==> config.mk <==
export PLATFORM = sky130hd
export DESIGN_NAME = wb_chain_cfg_initiator_flat
export DESIGN_NICKNAME = d
export VERILOG_FILES = /design/src/rtl/wb_chain_cfg_initiator_if.sv /design/src/rtl/wb_chain_cfg_initiator.sv /design/src/flat_wrapper.sv
export SDC_FILE = /design/constraint.sdc
export NUM_CORES = 1
export LEC_CHECK = 0
export ABC_AREA = 1
export CAP_MARGIN = 20
export CORE_MARGIN = 2
export CORE_UTILIZATION = 53
export CTS_CLUSTER_DIAMETER = 40
export DETAILED_ROUTE_END_ITERATION = 16
export MAX_ROUTING_LAYER = met4
export PLACE_DENSITY = 0.86
export REMOVE_ABC_BUFFERS = 1
export SYNTH_ARGS = -nofsm -noshare
export SYNTH_HDL_FRONTEND = slang
export SYNTH_SLANG_ARGS = --single-unit
export TNS_END_PERCENT = 5
==> constraint.sdc <==
create_clock -name wb_clk_i -period 4.3 [get_ports wb_clk_i]
set_input_delay 0.43 -clock wb_clk_i [delete_from_list [all_inputs] [get_ports wb_clk_i]]
set_output_delay 0.43 -clock wb_clk_i [all_outputs]
set_load 0.005 [all_outputs]
==> src/rtl/wb_chain_cfg_initiator_if.sv <==
// rtl/wb_chain_cfg_initiator_if.sv - classic Wishbone link to the trigger-chain config ports
interface wb_chain_cfg_initiator_if;
  logic        wb_cyc_o;
  logic        wb_stb_o;
  logic        wb_we_o;
  logic [21:0] wb_adr_o;
  logic [31:0] wb_dat_o;
  logic [3:0]  wb_sel_o;
  logic        wb_ack_i;
  logic        wb_err_i;
  logic        wb_rty_i;
  logic [31:0] wb_dat_i;

  modport master (
    output wb_cyc_o, wb_stb_o, wb_we_o, wb_adr_o, wb_dat_o, wb_sel_o,
    input  wb_ack_i, wb_err_i, wb_rty_i, wb_dat_i
  );

  modport slave (
    input  wb_cyc_o, wb_stb_o, wb_we_o, wb_adr_o, wb_dat_o, wb_sel_o,
    output wb_ack_i, wb_err_i, wb_rty_i, wb_dat_i
  );
endinterface

==> src/rtl/wb_chain_cfg_initiator.sv <==
// rtl/wb_chain_cfg_initiator.sv - per-channel Wishbone initiator for the trigger-chain config bus
// One command fans out into one bus cycle and one response per selected channel, lowest first.
module wb_chain_cfg_initiator #(
  parameter int CH_SHIFT  = 10,
  parameter int MAX_RETRY = 3,
  parameter int TIMEOUT   = 255
) (
  input  logic        wb_clk_i,
  input  logic        wb_rst_n_i,
  input  logic        cmd_valid_i,
  output logic        cmd_ready_o,
  input  logic [7:0]  cmd_chmask_i,
  input  logic [7:0]  cmd_adr_i,
  input  logic [31:0] cmd_dat_i,
  input  logic        cmd_we_i,
  output logic        rsp_valid_o,
  input  logic        rsp_ready_i,
  output logic [2:0]  rsp_ch_o,
  output logic [1:0]  rsp_status_o,
  output logic [31:0] rsp_dat_o,
  output logic        busy_o,
  wb_chain_cfg_initiator_if.master wb
);

  typedef enum logic [1:0] {IDLE, BUS, GAP, RESP} state_t;

  state_t      state, state_n;
  logic [7:0]  mask_q, mask_n, mask_rem;
  logic [7:0]  adr_q, adr_n;
  logic [31:0] dat_q, dat_n;
  logic        we_q, we_n;
  logic [2:0]  ch_q, ch_n;
  logic [3:0]  retry_q, retry_n;
  logic [15:0] tmo_q, tmo_n;
  logic        accept, rsp_hs, done;
  logic [1:0]  status_n;

  function automatic logic [2:0] lowest(input logic [7:0] m);
    logic [2:0] r;
    r = 3'd0;
    for (int i = 7; i >= 0; i--) begin
      if (m[i]) r = 3'(i);
    end
    return r;
  endfunction

  assign accept   = cmd_valid_i && cmd_ready_o;
  assign rsp_hs   = rsp_valid_o && rsp_ready_i;
  assign mask_rem = mask_q & ~(8'd1 << ch_q);

  always_ff @(posedge wb_clk_i or negedge wb_rst_n_i) begin
    if (!wb_rst_n_i) state <= IDLE;
    else             state <= state_n;
  end

  always_comb begin
    state_n  = state;
    mask_n   = mask_q;
    adr_n    = adr_q;
    dat_n    = dat_q;
    we_n     = we_q;
    ch_n     = ch_q;
    retry_n  = retry_q;
    tmo_n    = tmo_q;
    done     = 1'b0;
    status_n = 2'b00;
    case (state)
      IDLE: begin
        if (accept) begin
          mask_n  = cmd_chmask_i;
          adr_n   = cmd_adr_i;
          dat_n   = cmd_dat_i;
          we_n    = cmd_we_i;
          ch_n    = lowest(cmd_chmask_i);
          retry_n = 4'd0;
          tmo_n   = 16'd0;
          state_n = (|cmd_chmask_i) ? BUS : IDLE;
        end
      end
      BUS: begin
        // err outranks rty, which outranks ack, when several arrive together
        if (wb.wb_err_i) begin
          done     = 1'b1;
          status_n = 2'b01;
        end else if (wb.wb_rty_i) begin
          if (retry_q == 4'(MAX_RETRY)) begin
            done     = 1'b1;
            status_n = 2'b10;
          end else begin
            retry_n = retry_q + 4'd1;
            state_n = GAP;
          end
        end else if (wb.wb_ack_i) begin
          done     = 1'b1;
          status_n = 2'b00;
        end else if (tmo_q == 16'(TIMEOUT - 1)) begin
          done     = 1'b1;
          status_n = 2'b11;
        end else begin
          tmo_n = tmo_q + 16'd1;
        end
        if (done) state_n = RESP;
      end
      GAP: begin
        tmo_n   = 16'd0;
        state_n = BUS;
      end
      RESP: begin
        if (rsp_hs) begin
          mask_n  = mask_rem;
          ch_n    = lowest(mask_rem);
          retry_n = 4'd0;
          tmo_n   = 16'd0;
          state_n = (|mask_rem) ? BUS : IDLE;
        end
      end
      default: state_n = IDLE;
    endcase
  end

  // Outputs are registered from the next state so they line up with the state they describe.
  always_ff @(posedge wb_clk_i or negedge wb_rst_n_i) begin
    if (!wb_rst_n_i) begin
      mask_q       <= '0;
      adr_q        <= '0;
      dat_q        <= '0;
      we_q         <= 1'b0;
      ch_q         <= '0;
      retry_q      <= '0;
      tmo_q        <= '0;
      cmd_ready_o  <= 1'b0;
      busy_o       <= 1'b0;
      rsp_valid_o  <= 1'b0;
      rsp_ch_o     <= '0;
      rsp_status_o <= '0;
      rsp_dat_o    <= '0;
      wb.wb_cyc_o  <= 1'b0;
      wb.wb_stb_o  <= 1'b0;
      wb.wb_we_o   <= 1'b0;
      wb.wb_adr_o  <= '0;
      wb.wb_dat_o  <= '0;
      wb.wb_sel_o  <= '0;
    end else begin
      mask_q      <= mask_n;
      adr_q       <= adr_n;
      dat_q       <= dat_n;
      we_q        <= we_n;
      ch_q        <= ch_n;
      retry_q     <= retry_n;
      tmo_q       <= tmo_n;
      cmd_ready_o <= (state_n == IDLE) && !accept;
      busy_o      <= (state_n != IDLE);
      rsp_valid_o <= (state_n == RESP);
      if (done) begin
        rsp_ch_o     <= ch_q;
        rsp_status_o <= status_n;
        rsp_dat_o    <= (status_n == 2'b00 && !we_q) ? wb.wb_dat_i : 32'd0;
      end
      wb.wb_cyc_o <= (state_n == BUS);
      wb.wb_stb_o <= (state_n == BUS);
      wb.wb_we_o  <= (state_n == BUS) && we_n;
      wb.wb_adr_o <= (state_n == BUS) ? ((22'(ch_n) << CH_SHIFT) | 22'(adr_n)) : 22'd0;
      wb.wb_dat_o <= (state_n == BUS) ? dat_n : 32'd0;
      wb.wb_sel_o <= (state_n == BUS) ? 4'hF : 4'h0;
    end
  end

endmodule

==> src/flat_wrapper.sv <==
// flat-port wrapper written by rule: the top's interface ports become plain ports
module wb_chain_cfg_initiator_flat 
#(
  parameter int CH_SHIFT  = 10,
  parameter int MAX_RETRY = 3,
  parameter int TIMEOUT   = 255
)
  (wb_clk_i, wb_rst_n_i, cmd_valid_i, cmd_ready_o, cmd_chmask_i, cmd_adr_i, cmd_dat_i, cmd_we_i, rsp_valid_o, rsp_ready_i, rsp_ch_o, rsp_status_o, rsp_dat_o, busy_o, wb_wb_cyc_o, wb_wb_stb_o, wb_wb_we_o, wb_wb_adr_o, wb_wb_dat_o, wb_wb_sel_o, wb_wb_ack_i, wb_wb_err_i, wb_wb_rty_i, wb_wb_dat_i);
  wb_chain_cfg_initiator_if wb_i ();
  input  logic wb_clk_i;
  input  logic wb_rst_n_i;
  input  logic cmd_valid_i;
  output logic cmd_ready_o;
  input  logic [7:0] cmd_chmask_i;
  input  logic [7:0] cmd_adr_i;
  input  logic [31:0] cmd_dat_i;
  input  logic cmd_we_i;
  output logic rsp_valid_o;
  input  logic rsp_ready_i;
  output logic [2:0] rsp_ch_o;
  output logic [1:0] rsp_status_o;
  output logic [31:0] rsp_dat_o;
  output logic busy_o;
  output wire logic [$bits(wb_i.wb_cyc_o)-1:0] wb_wb_cyc_o;
  output wire logic [$bits(wb_i.wb_stb_o)-1:0] wb_wb_stb_o;
  output wire logic [$bits(wb_i.wb_we_o)-1:0] wb_wb_we_o;
  output wire logic [$bits(wb_i.wb_adr_o)-1:0] wb_wb_adr_o;
  output wire logic [$bits(wb_i.wb_dat_o)-1:0] wb_wb_dat_o;
  output wire logic [$bits(wb_i.wb_sel_o)-1:0] wb_wb_sel_o;
  input wire logic [$bits(wb_i.wb_ack_i)-1:0] wb_wb_ack_i;
  input wire logic [$bits(wb_i.wb_err_i)-1:0] wb_wb_err_i;
  input wire logic [$bits(wb_i.wb_rty_i)-1:0] wb_wb_rty_i;
  input wire logic [$bits(wb_i.wb_dat_i)-1:0] wb_wb_dat_i;
  assign wb_wb_cyc_o = wb_i.wb_cyc_o;
  assign wb_wb_stb_o = wb_i.wb_stb_o;
  assign wb_wb_we_o = wb_i.wb_we_o;
  assign wb_wb_adr_o = wb_i.wb_adr_o;
  assign wb_wb_dat_o = wb_i.wb_dat_o;
  assign wb_wb_sel_o = wb_i.wb_sel_o;
  assign wb_i.wb_ack_i = wb_wb_ack_i;
  assign wb_i.wb_err_i = wb_wb_err_i;
  assign wb_i.wb_rty_i = wb_wb_rty_i;
  assign wb_i.wb_dat_i = wb_wb_dat_i;
  wb_chain_cfg_initiator #(.CH_SHIFT(CH_SHIFT), .MAX_RETRY(MAX_RETRY), .TIMEOUT(TIMEOUT)) u_core (.wb_clk_i(wb_clk_i), .wb_rst_n_i(wb_rst_n_i), .cmd_valid_i(cmd_valid_i), .cmd_ready_o(cmd_ready_o), .cmd_chmask_i(cmd_chmask_i), .cmd_adr_i(cmd_adr_i), .cmd_dat_i(cmd_dat_i), .cmd_we_i(cmd_we_i), .rsp_valid_o(rsp_valid_o), .rsp_ready_i(rsp_ready_i), .rsp_ch_o(rsp_ch_o), .rsp_status_o(rsp_status_o), .rsp_dat_o(rsp_dat_o), .busy_o(busy_o), .wb(wb_i));
endmodule
**Word-level counts from Yosys, hierarchy flattened**

Cells that the tools add are included.

- Flip-flop bits (word level): 174
- Latch bits: 0
- Bits in writable memories: 0
- ROM bits: 0
- Bits of input ports: 88
- Logic and storage cells: 125
- Memories: 0

- Add/subtract/negate cells: 2
- $mul: 0
- Divide/modulo/power cells: 0
- $lt $le $gt $ge: 0
- Eq/ne operators: 15
- Shift operators: 1
- Multiplexer cells: 67
- Bitwise logic cells: 3
- Reduce and logical (&&, ||, !) cells: 18

Operators with widths:

| cell | number |
|---|---|
| $mux W32 | 4 |
| $mux W16 | 6 |
| $pmux W16 S4 | 1 |
| $mux W3 | 18 |
| $mux W8 | 4 |
| $mux W2 | 12 |
| $mux W4 | 6 |
| $mux W22 | 1 |
| $add A16 B1 Y16 const B | 1 |
| $eq A16 B8 Y1 const B | 1 |
| $pmux W8 S2 | 1 |
| $reduce_or A8 Y1 | 2 |
| $or A13 B8 Y13 | 1 |
| $ne A2 B2 Y1 const B | 6 |
| $pmux W4 S3 | 1 |
| $reduce_and A6 Y1 | 2 |
| $mux W1 | 11 |
| $and A8 B8 Y8 | 1 |
| $not A8 Y8 | 1 |
| $pmux W2 S4 | 1 |
| $shl A1 B3 Y8 const A | 1 |
| $eq A2 B2 Y1 const B | 3 |
| $logic_not A2 Y1 | 3 |
| $pmux W3 S2 | 1 |
| 9 further kinds | 17 |

**Logic depth before layout (Yosys ltp)**

Gate-level depths: netlist (run 1).

- Depth in word-level cells: 15
- Gate-level depth with buffers: 15
- Gate-level depth less buffers: 14

**Least setup slack after synthesis (run 1)**

Ideal clock, no wire load.

- Path kind: register to register
- Start: register u_core.state[0]
- End: register u_core.adr_q[0]
- Data arrival time: 1.694 ns
- Required time: 4.166 ns
- Slack: 2.472 ns
- Cell stages (with the launch flop): 9
- Path buffers: 1
- Period minus slack after synthesis: 1.828 ns
- Path through: dfrtp_1 > inv_1 > ha_1 > inv_2 > nor2_1 > inv_2 > clkbuf_1 > o21ai_0 > inv_1

- Word-level cells in the longest chain between the ends: 2

Ends and longest elaborated chain:

| element | line | source |
|---|---|---|
| from (decl) | wb_chain_cfg_initiator.sv:27 | `state_t state, state_n;` |
| from (signal assigned) | wb_chain_cfg_initiator.sv:53 | `else state <= state_n;` |
| $logic_not A2 Y1 | wb_chain_cfg_initiator.sv:67 | `case (state)` |
| $mux W8 | wb_chain_cfg_initiator.sv:67 |  |
| via u_core.adr_n[0] | wb_chain_cfg_initiator.sv:29 | `logic [7:0] adr_q, adr_n;` |
| to (signal assigned) | wb_chain_cfg_initiator.sv:145 | `adr_q <= adr_n;` |
| to (decl) | wb_chain_cfg_initiator.sv:29 |  |

The timed path passes the listed nets, and every way through them passes these cells.
A chain may end at the register's enable or synchronous reset.

**Final worst setup path (run 1)**

- Start: register u_core.state[1]
- End: register u_core.tmo_q[8]

- Word-level cells in the longest chain between the ends: 3
- Elaborated cells on any way between the ends: 12

Ends and longest elaborated chain:

| element | line | source |
|---|---|---|
| $eq A2 B2 Y1 (tied with other cells) | wb_chain_cfg_initiator.sv:67 |  |
| $ne A2 B1 Y1 (no line) / $ne A2 B2 Y1 (equally long branches) | -- |  |
| $reduce_and A6 Y1 (no line) | -- |  |
| to (signal assigned) | wb_chain_cfg_initiator.sv:150 | `tmo_q <= tmo_n;` |
| to (decl) | wb_chain_cfg_initiator.sv:34 | `logic [15:0] tmo_q, tmo_n;` |

Several ways; a longest one is shown, not always the timed one.

==> run_results.csv, run 1 <==
group,metric,value,unit
place,dpl.hpwl,11200,µm
sta,slew_violations,0,
sta,rsz0062_at_grt,"no",
cts,h-tree-depth,4,
setup_path,path_class,"reg -> reg",
sta,clock_skew,5.75,ps
place,post-place-ws,1560,ps
global_routing,grt_max_degree,90,
power_and_ir_drop,p_leak,4.34,nW
sta,fin_crit_sh,65.3,%
cts,cts_root_buffer,"clkbuf_16",
setup_path,critPathArrivalTime,3130,ps
place,gp_congestion,0.933,
routing,wl,16500,µm
cts,clock_sinks,159,
setup_path,startpoint,"u_core.state[1]",
sta,hold_violations,0,
cts,clk_pin_slew,60,ps
global_routing,antenna_found_initial,0,
sta,tns,0,ps
sta,max_freq,356,MHz
setup_path,r2r_start,"u_core.state[1]",
cts,postCtsSetupBuffers,0,
die,die_x,121,µm
flow_run,drv_cap,0,
die,die_y,121,µm
layout,diodes,0,
routing,drt_first_pass_iters,5,
cts,cts_buffer_depth,2,
place,port_buffers,177,
run_status,outcome,"complete, no violations",
setup_path,slowest_stage,"ha_1",
setup_path,worstPathCellList,"ha_1 -> clkinv_1 -> o21ai_1 -> a21oi_1 -> nand2_1 -> inv_2 -> nand2_1 -> inv_1 -> nor3b_1",
sta,slew_headroom,40.5,%
power_and_ir_drop,ir_worst_vdd,0.582,mV
layout,drive_gt1_share,15.0,%
setup_path,cp-start-kind,"flop",
sta,finalSetupViolations,0,
global_routing,grt-ovfl-total,0,
die,num_io_pins,189,
cts,cts_made_buffers,17,
routing,drc_errors,0,
layout,finish.utilization,72.3,%
setup_path,slowest_delay,440,ps
worst_hold_path,hold_class,"in -> async",
yosys,syn_inst,767,
routing,vias,5638,
cts,clk_latency,420,ps
cts,cts_hold_buffers,0,
setup_path,cp.required,4620,ps
routing,drt_iter0_drc,374,
layout,finalNetCount,1031,
yosys,ys_seq_area_share,55.0,%
yosys,synth-seq-cells,159,
layout,areaGrowthSynthToFinish,32.7,%
die,initial_core_util,54.5,%
sta,setup_ws,1490,ps
die,num_rows,42,
global_routing,grt_pass1_vias,5555,
routing,wire_per_inst,14.7,µm
cts,cts_resized,0,
sta,worst_pin_slew,890,ps
yosys,async_flop_share,100,%
routing,postRouteAntennaNets,0,
setup_path,end_kind,"flop",
global_routing,grt_use_total,24.4,%
yosys,syn_area,0.00724,mm²
setup_path,path_max_fanout,12,
yosys,synth_flop_cell,"dfrtp_1",
yosys,ys_warn_count,0,
power_and_ir_drop,powerDensity,729,mW/mm²
cts,cts_tree,"yes",
routing,vias_per_cell,5.02,
yosys,synth_cell_types,36,
yosys,synth_edf_count,0,
yosys,avgSynthCellArea,9.44,µm²
die,core_area,0.0133,mm²
global_routing,grt_pass1_wl,27000,µm
sta,fin_crit,2810,ps
die,die-area,0.0146,mm²
setup_path,crit_top_cell,"nand2_1",
[critical path, delay by kind of cell, from the launching register on]
| kind | cells | cell delay, ps |
|---|---|---|
| simple gates | 3 | 730 |
| buf+inv | 3 | 670 |
| flops | 1 | 390 |
| fa+ha+maj | 1 | 440 |
| compound gates | 2 | 490 |
[cells in the final DEF (no fill, tap or decap), types with 2 or more instances in the layout]
master and count:
o21ai_1 3, a21oi_1 14, a31oi_1 7, clkdlybuf4s50_1 176
inv_1 82, nor3_1 9, o21ai_2 2, nor2_4 39
nand2_1 139, dfrtp_1 159, clkbuf_1 2, o22ai_1 4
clkinvlp_4 3, conb_1 11, xor2_1 9, ha_1 7
nand2_4 5, inv_2 11, buf_4 6, o31ai_1 5
nand4_1 3, clkbuf_16 17, clkbuf_8 3, nand3_1 31
clkinv_4 2, nor2_2 3, nand2_2 4, bufinv_16 2
o21ai_0 91, or2_2 41, clkinv_2 2, nor2_1 46
[sequential cells by signal, summed over array words and instances (netlist names), 2 cells and up]
name and flops:
u_core.ch_q 3, u_core.adr_q 8, u_core.state 2, u_core.wb.wb_dat_o 32, u_core.tmo_q 16, u_core.dat_q 32, u_core.mask_q 8, u_core.wb.wb_adr_o 11
u_core.rsp_ch_o 3, u_core.rsp_status_o 2, u_core.retry_q 4, u_core.rsp_dat_o 32
[logic make-up after synthesis]
kind of cell / share of synthesized area (%)
other cells: 0.0518
buf+inv: 8.93
fa+ha+maj: 1.21
simple gates: 24.0
flops: 55.0
xor+xnor: 1.21
compound gates: 9.61
[per-stage QoR]
stage	cell area, µm²	power [W]	std cells	hold WS, ps
5_1_grt	9610	0.00751	1124	158
2_1_floorplan	6980	0.00429	734	134
3_3_place_gp	9020	0.00545	1093	454
6_report	9610	0.00701	1124	69.8
4_1_cts	9610	0.00706	1124	122
3_5_place_dp	9020	0.00556	1093	470
[layout make-up]
type | count | area [µm²]
Clock buffer | 22 | 474
Clock inverter | 9 | 110
Fill cell | 971 | 3690
Inverter | 94 | 353
Multi-Input combinational cell | 481 | 2660
Sequential cell | 159 | 3980
Tap cell | 176 | 220
Timing Repair Buffer | 183 | 1820
[Yosys cell counts (9+ instances only)]
cell type / count / area, µm²
dfrtp_1: 159 / 3980
nand2_1: 139 / 522
o21ai_0: 91 / 455
inv_1: 82 / 308
nor2_1: 47 / 176
or2_2: 41 / 257
nor2_4: 39 / 439
nand3_1: 31 / 155
clkbuf_1: 17 / 63.8
buf_4: 16 / 120
a21oi_1: 14 / 70.1
inv_2: 11 / 41.3
nor3_1: 9 / 45.0
xor2_1: 9 / 78.8
[routing by layer]
metal  part of all wire (%)  up-vias  track usage (%)
met1                     43     2664             32.3
li1                       -     2732                -
met5                      0        -                -
met2                     48      216             38.0
met4                    1.7        0             7.27
met3                    7.4       26             5.40
[path summary, 6_finish.rpt]
check,slack (ps),end,depth (start not counted)
min in group wb_clk_i,480,u_core.tmo_q[15],2
max in group asynchronous,3220,u_core.wb.wb_adr_o[6],2
worst max-delay path,1490,u_core.tmo_q[8],9
worst min register to register,480,u_core.tmo_q[15],2
worst min-delay path,70,u_core.tmo_q[4],1
worst max register to register,1490,u_core.tmo_q[8],9
[power by group]
part	switching [W]	internal, W
Clock	0.000573	0.000897
Sequential	0.000265	0.00210
Combinational	0.00181	0.00137
Note: power is estimated with default switching activity, not from simulation.
==> run 2, diff against run 1 <==
--- a/config.mk
+++ b/config.mk
@@ -8,11 +8,11 @@
 export ABC_AREA = 1
 export CAP_MARGIN = 20
 export CORE_MARGIN = 2
-export CORE_UTILIZATION = 53
+export CORE_UTILIZATION = 44
 export CTS_CLUSTER_DIAMETER = 40
 export DETAILED_ROUTE_END_ITERATION = 16
 export MAX_ROUTING_LAYER = met4
-export PLACE_DENSITY = 0.86
+export PLACE_DENSITY = 0.76
 export REMOVE_ABC_BUFFERS = 1
 export SYNTH_ARGS = -nofsm -noshare
 export SYNTH_HDL_FRONTEND = slang
==> constraint.sdc (replaced) <==
create_clock -name wb_clk_i -period 2.35 [get_ports wb_clk_i]
set_input_delay 0.235 -clock wb_clk_i [delete_from_list [all_inputs] [get_ports wb_clk_i]]
set_output_delay 0.235 -clock wb_clk_i [all_outputs]
set_load 0.005 [all_outputs]
==> run 2 against run 1 <==
Compared with the run above:
- utilization is 11 points lower
- largest cell class unchanged
- critical endpoint is now u_core.wb.wb_dat_o[18]
- sequential power is 82% higher
- maximum frequency is 33% higher
==> run_results.csv, run 2 (synthesized netlist as in run 1, its figures left out) <==
group,metric,value,unit
worst_hold_path,hold_class,"in -> async",
sta,fin_crit_sh,89.9,%
routing,wl_met1,7860,µm
global_routing,grt_max_degree,73,
place,port_buffers,177,
layout,finish.utilization,61.7,%
sta,whs,291,ps
routing,wire_per_inst,14.6,µm
setup_path,end_kind,"flop",
cts,cts_made_buffers,17,
setup_path,worstRegToRegCells,11,
sta,finalSetupViolations,0,
setup_path,r2r_start,"u_core.state[0]",
place,dpl.hpwl,12000,µm
layout,drive_gt1_share,16.7,%
cts,cts_tree,"yes",
routing,drt_first_pass_iters,5,
die,num_io_pins,189,
routing,drt_iter0_drc,258,
global_routing,grt_pass1_wl,28600,µm
cts,postCtsSetupBuffers,0,
sta,clock_skew,10.8,ps
die,die-area,0.0175,mm²
sta,max_freq,473,MHz
layout,areaGrowthSynthToFinish,36.3,%
setup_path,r2r_end,"u_core.wb.wb_dat_o[18]",
place,gp_congestion,0.904,
sta,tns,0,ps
sta,slew_headroom,65.8,%
cts,cts_resized,0,
global_routing,grt-ovfl-total,0,
cts,cts_buffer_depth,2,
routing,drc_errors,0,
sta,slew_violations,0,
die,core_area,0.0160,mm²
cts,clock_sinks,159,
flow_run,drv_cap,0,
routing,vias_per_cell,4.80,
layout,multiInputGateArea,0.00266,mm²
layout,final_common_cell,"clkdlybuf4s50_1",
power_and_ir_drop,ir_worst_vdd,0.989,mV
global_routing,grt_use_total,21.0,%
cts,cts_root_buffer,"clkbuf_16",
setup_path,cp.required,2640,ps
routing,wl,17200,µm
run_status,outcome,"complete, no violations",
die,die_x,132,µm
die,initial_core_util,45.3,%
setup_path,path_class,"reg -> reg",
global_routing,antenna_found_initial,1,
layout,seqCellArea,0.00398,mm²
layout,stdcell_count,1183,
layout,finalNetCount,1048,
layout,final_cell_mix,"176 x clkdlybuf4s50_1, 159 x dfrtp_1, 139 x nand2_1, 91 x o21ai_0, 82 x inv_1",
routing,met3_length,1050,µm
place,dp.cells,1149,
cts,clk_pin_slew,60,ps
sta,hold_violations,0,
sta,fin_crit,2110,ps
setup_path,cp-start-kind,"flop",
power_and_ir_drop,powerDensity,1350,mW/mm²
cts,h-tree-depth,4,
layout,largestRegisters,"u_core.dat_q: 32 flops, u_core.rsp_dat_o: 32 flops, u_core.wb.wb_dat_o: 32 flops",
layout,fill_cells,1357,
setup_path,r2r_setup_slack,240,ps
routing,wl_met2,8120,µm
routing,vias,5678,
setup_path,path_max_fanout,14,
die,die_y,132,µm
die,num_rows,46,
global_routing,grt_pass1_vias,5706,
sta,rsz0062_at_grt,"no",
routing,top_layer_used,"met4",
power_and_ir_drop,p_leak,4.46,nW
routing,postRouteAntennaNets,0,
sta,worst_pin_slew,508,ps
cts,cts_hold_buffers,1,
cts,clk_latency,420,ps
setup_path,critPathArrivalTime,2410,ps
run 2: changes by cell type in the layout (fill, tap and decap cells not counted), moves of 2 or more:
cell and delta:
clkbuf_8 -2, clkbuf_1 -2, clkinv_4 +4, buf_4 +9, clkinvlp_4 -2, inv_8 +2
buf_12 +7
run 2: metrics by stage:
stage	area, µm²	total power, W	setup WS, ps
floorplan	6980	0.00786	-686
global placement	9280	0.0106	98.2
detailed placement	9280	0.0107	113
CTS	9870	0.0135	213
global route	9870	0.0143	3.80
finish	9870	0.0134	237
run 2: worst max path at each step:
stage	slack, ps	endpoint	depth (start not counted)	startpoint
after detailed placement	110	u_core.wb.wb_adr_o[5]	10	cmd_chmask_i[3]
after global placement	100	u_core.wb.wb_dat_o[27]	10	cmd_chmask_i[3]
after CTS	210	u_core.wb.wb_dat_o[18]	11	u_core.state[0]
after global routing	4	u_core.wb.wb_adr_o[12]	11	u_core.state[0]
after floorplan	-690	u_core.wb.wb_adr_o[10]	10	u_core.state[0]
final	240	u_core.wb.wb_dat_o[18]	11	u_core.state[0]
run 2: worst max-delay path: stages (launching register included):
cell     delay [ps]
dfrtp_1         380
inv_1           110
ha_1            230
inv_2           120
nor2_2           70
inv_2           180
nor2_1           90
nor2_1          250
nand2_4         110
nand2_8         190
buf_12          190
nor2_4           40
run 2: layout make-up:
class	count	share of cell area (%)
Multi-Input combinational cell	481	26.9
Clock inverter	14	1.38
Antenna cell	1	0.0254
Clock buffer	18	4.45
Tap cell	216	2.74
Sequential cell	159	40.3
Inverter	94	3.57
Timing Repair Buffer	200	20.6
run 2: where the power goes:
group,switching [W],internal [W]
logic,0.00345,0.00296
clock network,0.00115,0.00151
registers,0.000468,0.00383
run 2: layer usage:
| layer | vias up | GRT usage, % |
|---|---|---|
| met1 | 2706 | 27.5 |
| li1 | 2763 | - |
| met2 | 189 | 32.7 |
| met5 | - | - |
| met4 | 0 | 6.03 |
| met3 | 20 | 4.96 |
==> run 3, diff against run 2 <==
--- a/config.mk
+++ b/config.mk
@@ -5,14 +5,14 @@
 export SDC_FILE = /design/constraint.sdc
 export NUM_CORES = 1
 export LEC_CHECK = 0
-export ABC_AREA = 1
+export ABC_AREA = 0
 export CAP_MARGIN = 20
 export CORE_MARGIN = 2
 export CORE_UTILIZATION = 44
 export CTS_CLUSTER_DIAMETER = 40
 export DETAILED_ROUTE_END_ITERATION = 16
 export MAX_ROUTING_LAYER = met4
-export PLACE_DENSITY = 0.76
+export PLACE_DENSITY = 0.77
 export REMOVE_ABC_BUFFERS = 1
 export SYNTH_ARGS = -nofsm -noshare
 export SYNTH_HDL_FRONTEND = slang
==> run 3 against run 2 <==
Compared with the run above:
- sequential share of layout area grew 1.0 points
- die area is 4.8% lower
- setup slack lost 160 ps
- clock skew shrank 3.1 ps
- synthesized cell count decreased by 26%
- cell area fell by 2.4%
- power fell by 14%
- combinational power down 25%
- non-clock buffer count is 9 higher
- critical path depth is 4 lower
- maximum frequency shrank 7.1%
==> run_results.csv, run 3 <==
group,metric,value,unit
run_status,outcome,"complete, no violations",
global_routing,grt_pass1_vias,5392,
layout,diodes,0,
power_and_ir_drop,ir_worst_vdd,0.797,mV
sta,rsz0062_at_grt,"yes",
place,dpl.hpwl,11900,µm
setup_path,cp-start-kind,"flop",
yosys,synth_edf_count,0,
flow_run,drv_cap,0,
cts,cts_buffer_depth,2,
worst_hold_path,hold_class,"in -> async",
sta,slew_headroom,61.9,%
place,port_buffers,177,
setup_path,r2r_setup_slack,80,ps
yosys,synth_cell_types,56,
routing,drt_iter0_drc,377,
sta,slew_violations,0,
global_routing,grt_pass1_wl,27300,µm
setup_path,r2r_start,"u_core.ch_q[0]",
sta,fin_crit,2270,ps
cts,cts_made_buffers,17,
routing,drc_errors,0,
sta,max_freq,440,MHz
global_routing,grt_use_total,21.8,%
routing,vias_per_cell,5.24,
sta,worst_pin_slew,571,ps
setup_path,r2r_end,"u_core.wb.wb_adr_o[11]",
die,die_x,129,µm
yosys,synthTopCellsByArea,"dfrtp_1 58%, mux2_2 7.4%, a22o_1 4.7%",
layout,seqCellArea,0.00398,mm²
yosys,yosys.cell_count.top_type,"dfrtp_1",
layout,finalNetCount,859,
layout,stdcell_count,988,
setup_path,critPathArrivalTime,2580,ps
sta,finalSetupViolations,0,
die,initial_core_util,45.1,%
sta,clock_skew,7.72,ps
place,post-place-ws,-12.1,ps
routing,drt_first_pass_iters,5,
cts,clk_pin_slew,60,ps
setup_path,path_max_fanout,22,
place,dp.cells,953,
cts,clock_sinks,159,
yosys,ys_top_cells_by_count,"159 x dfrtp_1, 45 x mux2_2, 40 x nand2_1",
cts,postCtsSetupBuffers,0,
layout,final_common_cell,"clkdlybuf4s50_1",
yosys,async_flop_share,100,%
sta,fin_crit_sh,96.7,%
cts,clk_latency,420,ps
yosys,ys_seq_area_share,57.8,%
routing,postRouteAntennaNets,0,
sta,setup_ws,76.6,ps
routing,wl,17700,µm
yosys,avgSynthCellArea,12.1,µm²
die,core_area,0.0153,mm²
yosys,syn_area,0.00688,mm²
die,num_rows,45,
power_and_ir_drop,p_leak,4.28,nW
global_routing,antenna_found_initial,0,
global_routing,grt-ovfl-total,0,
cts,cts_tree,"yes",
layout,largestRegisters,"u_core.dat_q: 32 flops, u_core.rsp_dat_o: 32 flops, u_core.wb.wb_dat_o: 32 flops",
yosys,synth_flop_cell,"dfrtp_1",
die,die-area,0.0167,mm²
layout,fill_cells,1147,
yosys,netlist.area_leader.share,57.8,%
cts,cts_root_buffer,"clkbuf_16",
layout,final_cell_mix,"176 x clkdlybuf4s50_1, 159 x dfrtp_1, 45 x mux2_2, 40 x nand2_1, 37 x a22o_1",
setup_path,cp.required,2660,ps
routing,vias,5175,
layout,areaGrowthSynthToFinish,39.9,%
die,die_y,129,µm
setup_path,path_class,"reg -> reg",
sta,hold_violations,0,
global_routing,grt_max_degree,61,
yosys,synth_area_leader_cell,"dfrtp_1",
yosys,syn_inst,567,
setup_path,end_kind,"flop",
layout,multiInputGateArea,0.00269,mm²
power_and_ir_drop,finalPower,0.0115,W
layout,finish.utilization,63.1,%
place,gp_congestion,0.933,
yosys,synth-seq-cells,159,
yosys,ys_warn_count,0,
routing,wire_per_inst,17.9,µm
setup_path,worstRegToRegCells,7,
power_and_ir_drop,powerDensity,1200,mW/mm²
layout,drive_gt1_share,21.4,%
die,num_io_pins,189,
cts,h-tree-depth,4,
-- run 3: per-stage QoR --
step	cell area, µm²	setup TNS, ps	hold slack [ps]
after floorplan	6650	-83530	-60.6
after global placement	8980	0	233
after detailed placement	8980	-89.2	247
after CTS	9580	0	383
after global routing	9630	-31.4	411
final	9630	0	368
-- run 3: layout make-up --
cell class                 instances  area share [%]
clock buffer                      18            4.56
inverter                          14           0.546
timing repair buffer             209            21.4
sequential                       159            41.3
tap                              211            2.74
multi-input combinational        363            27.9
clock inverter                    14            1.52
-- run 3: kinds of logic (layout without fill, tap and decap cells) --
logic type | count (synthesis) | in the layout | synth area share, %
compound gates | 119 | 121 | 12.8
xor+xnor | 7 | 7 | 0.891
simple gates | 167 | 167 | 14.4
fa+ha+maj | 7 | 7 | 1.27
mux | 50 | 50 | 8.09
other cells | 1 | 11 | 0.0545
buf+inv | 57 | 255 | 4.74
flops | 159 | 159 | 57.8
-- run 3: layer usage --
layer / GRT usage, % / routed length (µm) / up-vias
li1: - / - / 2374
met1: 26.1 / 6970 / 2562
met2: 35.9 / 9170 / 201
met3: 5.37 / 1070 / 38
met4: 7.86 / 523 / 0
met5: - / 0 / -
-- run 3: worst max-delay path by stage --
stage,startpoint,end,slack [ps],cells past startpoint
after floorplan,u_core.state[1],u_core.rsp_dat_o[0],-1400,5
after global placement,rsp_ready_i,u_core.wb.wb_adr_o[3],60,8
after detailed placement,u_core.retry_q[0],u_core.wb.wb_dat_o[20],-10,7
after CTS,u_core.ch_q[0],u_core.wb.wb_dat_o[19],10,7
after global routing,u_core.state[1],u_core.tmo_q[11],-20,7
final,u_core.ch_q[0],u_core.wb.wb_adr_o[11],80,7
-- run 3: worst max-delay path: stages (launching register included) --
cell	delay [ps]
dfrtp_1	380
buf_12	160
mux2i_2	220
a21oi_1	130
nor4_2	460
o221ai_4	230
a31o_4	370
and2_1	190
-- run 3: timing repair --
action,4_1_cts,5_1_grt
pin swaps,0,3
cloned,0,2
hold buffers,1,0
hold endpoints to repair,58,0
gates resized for setup,1,6
setup endpoints to repair,38,79
-- run 3: report_power, final --
part	switching, W	total, W	internal (W)
Clock	0.00118	0.00270	0.00152
Sequential	0.000445	0.00405	0.00361
Combinational	0.00223	0.00479	0.00256
Total	0.00385	0.0115	0.00769
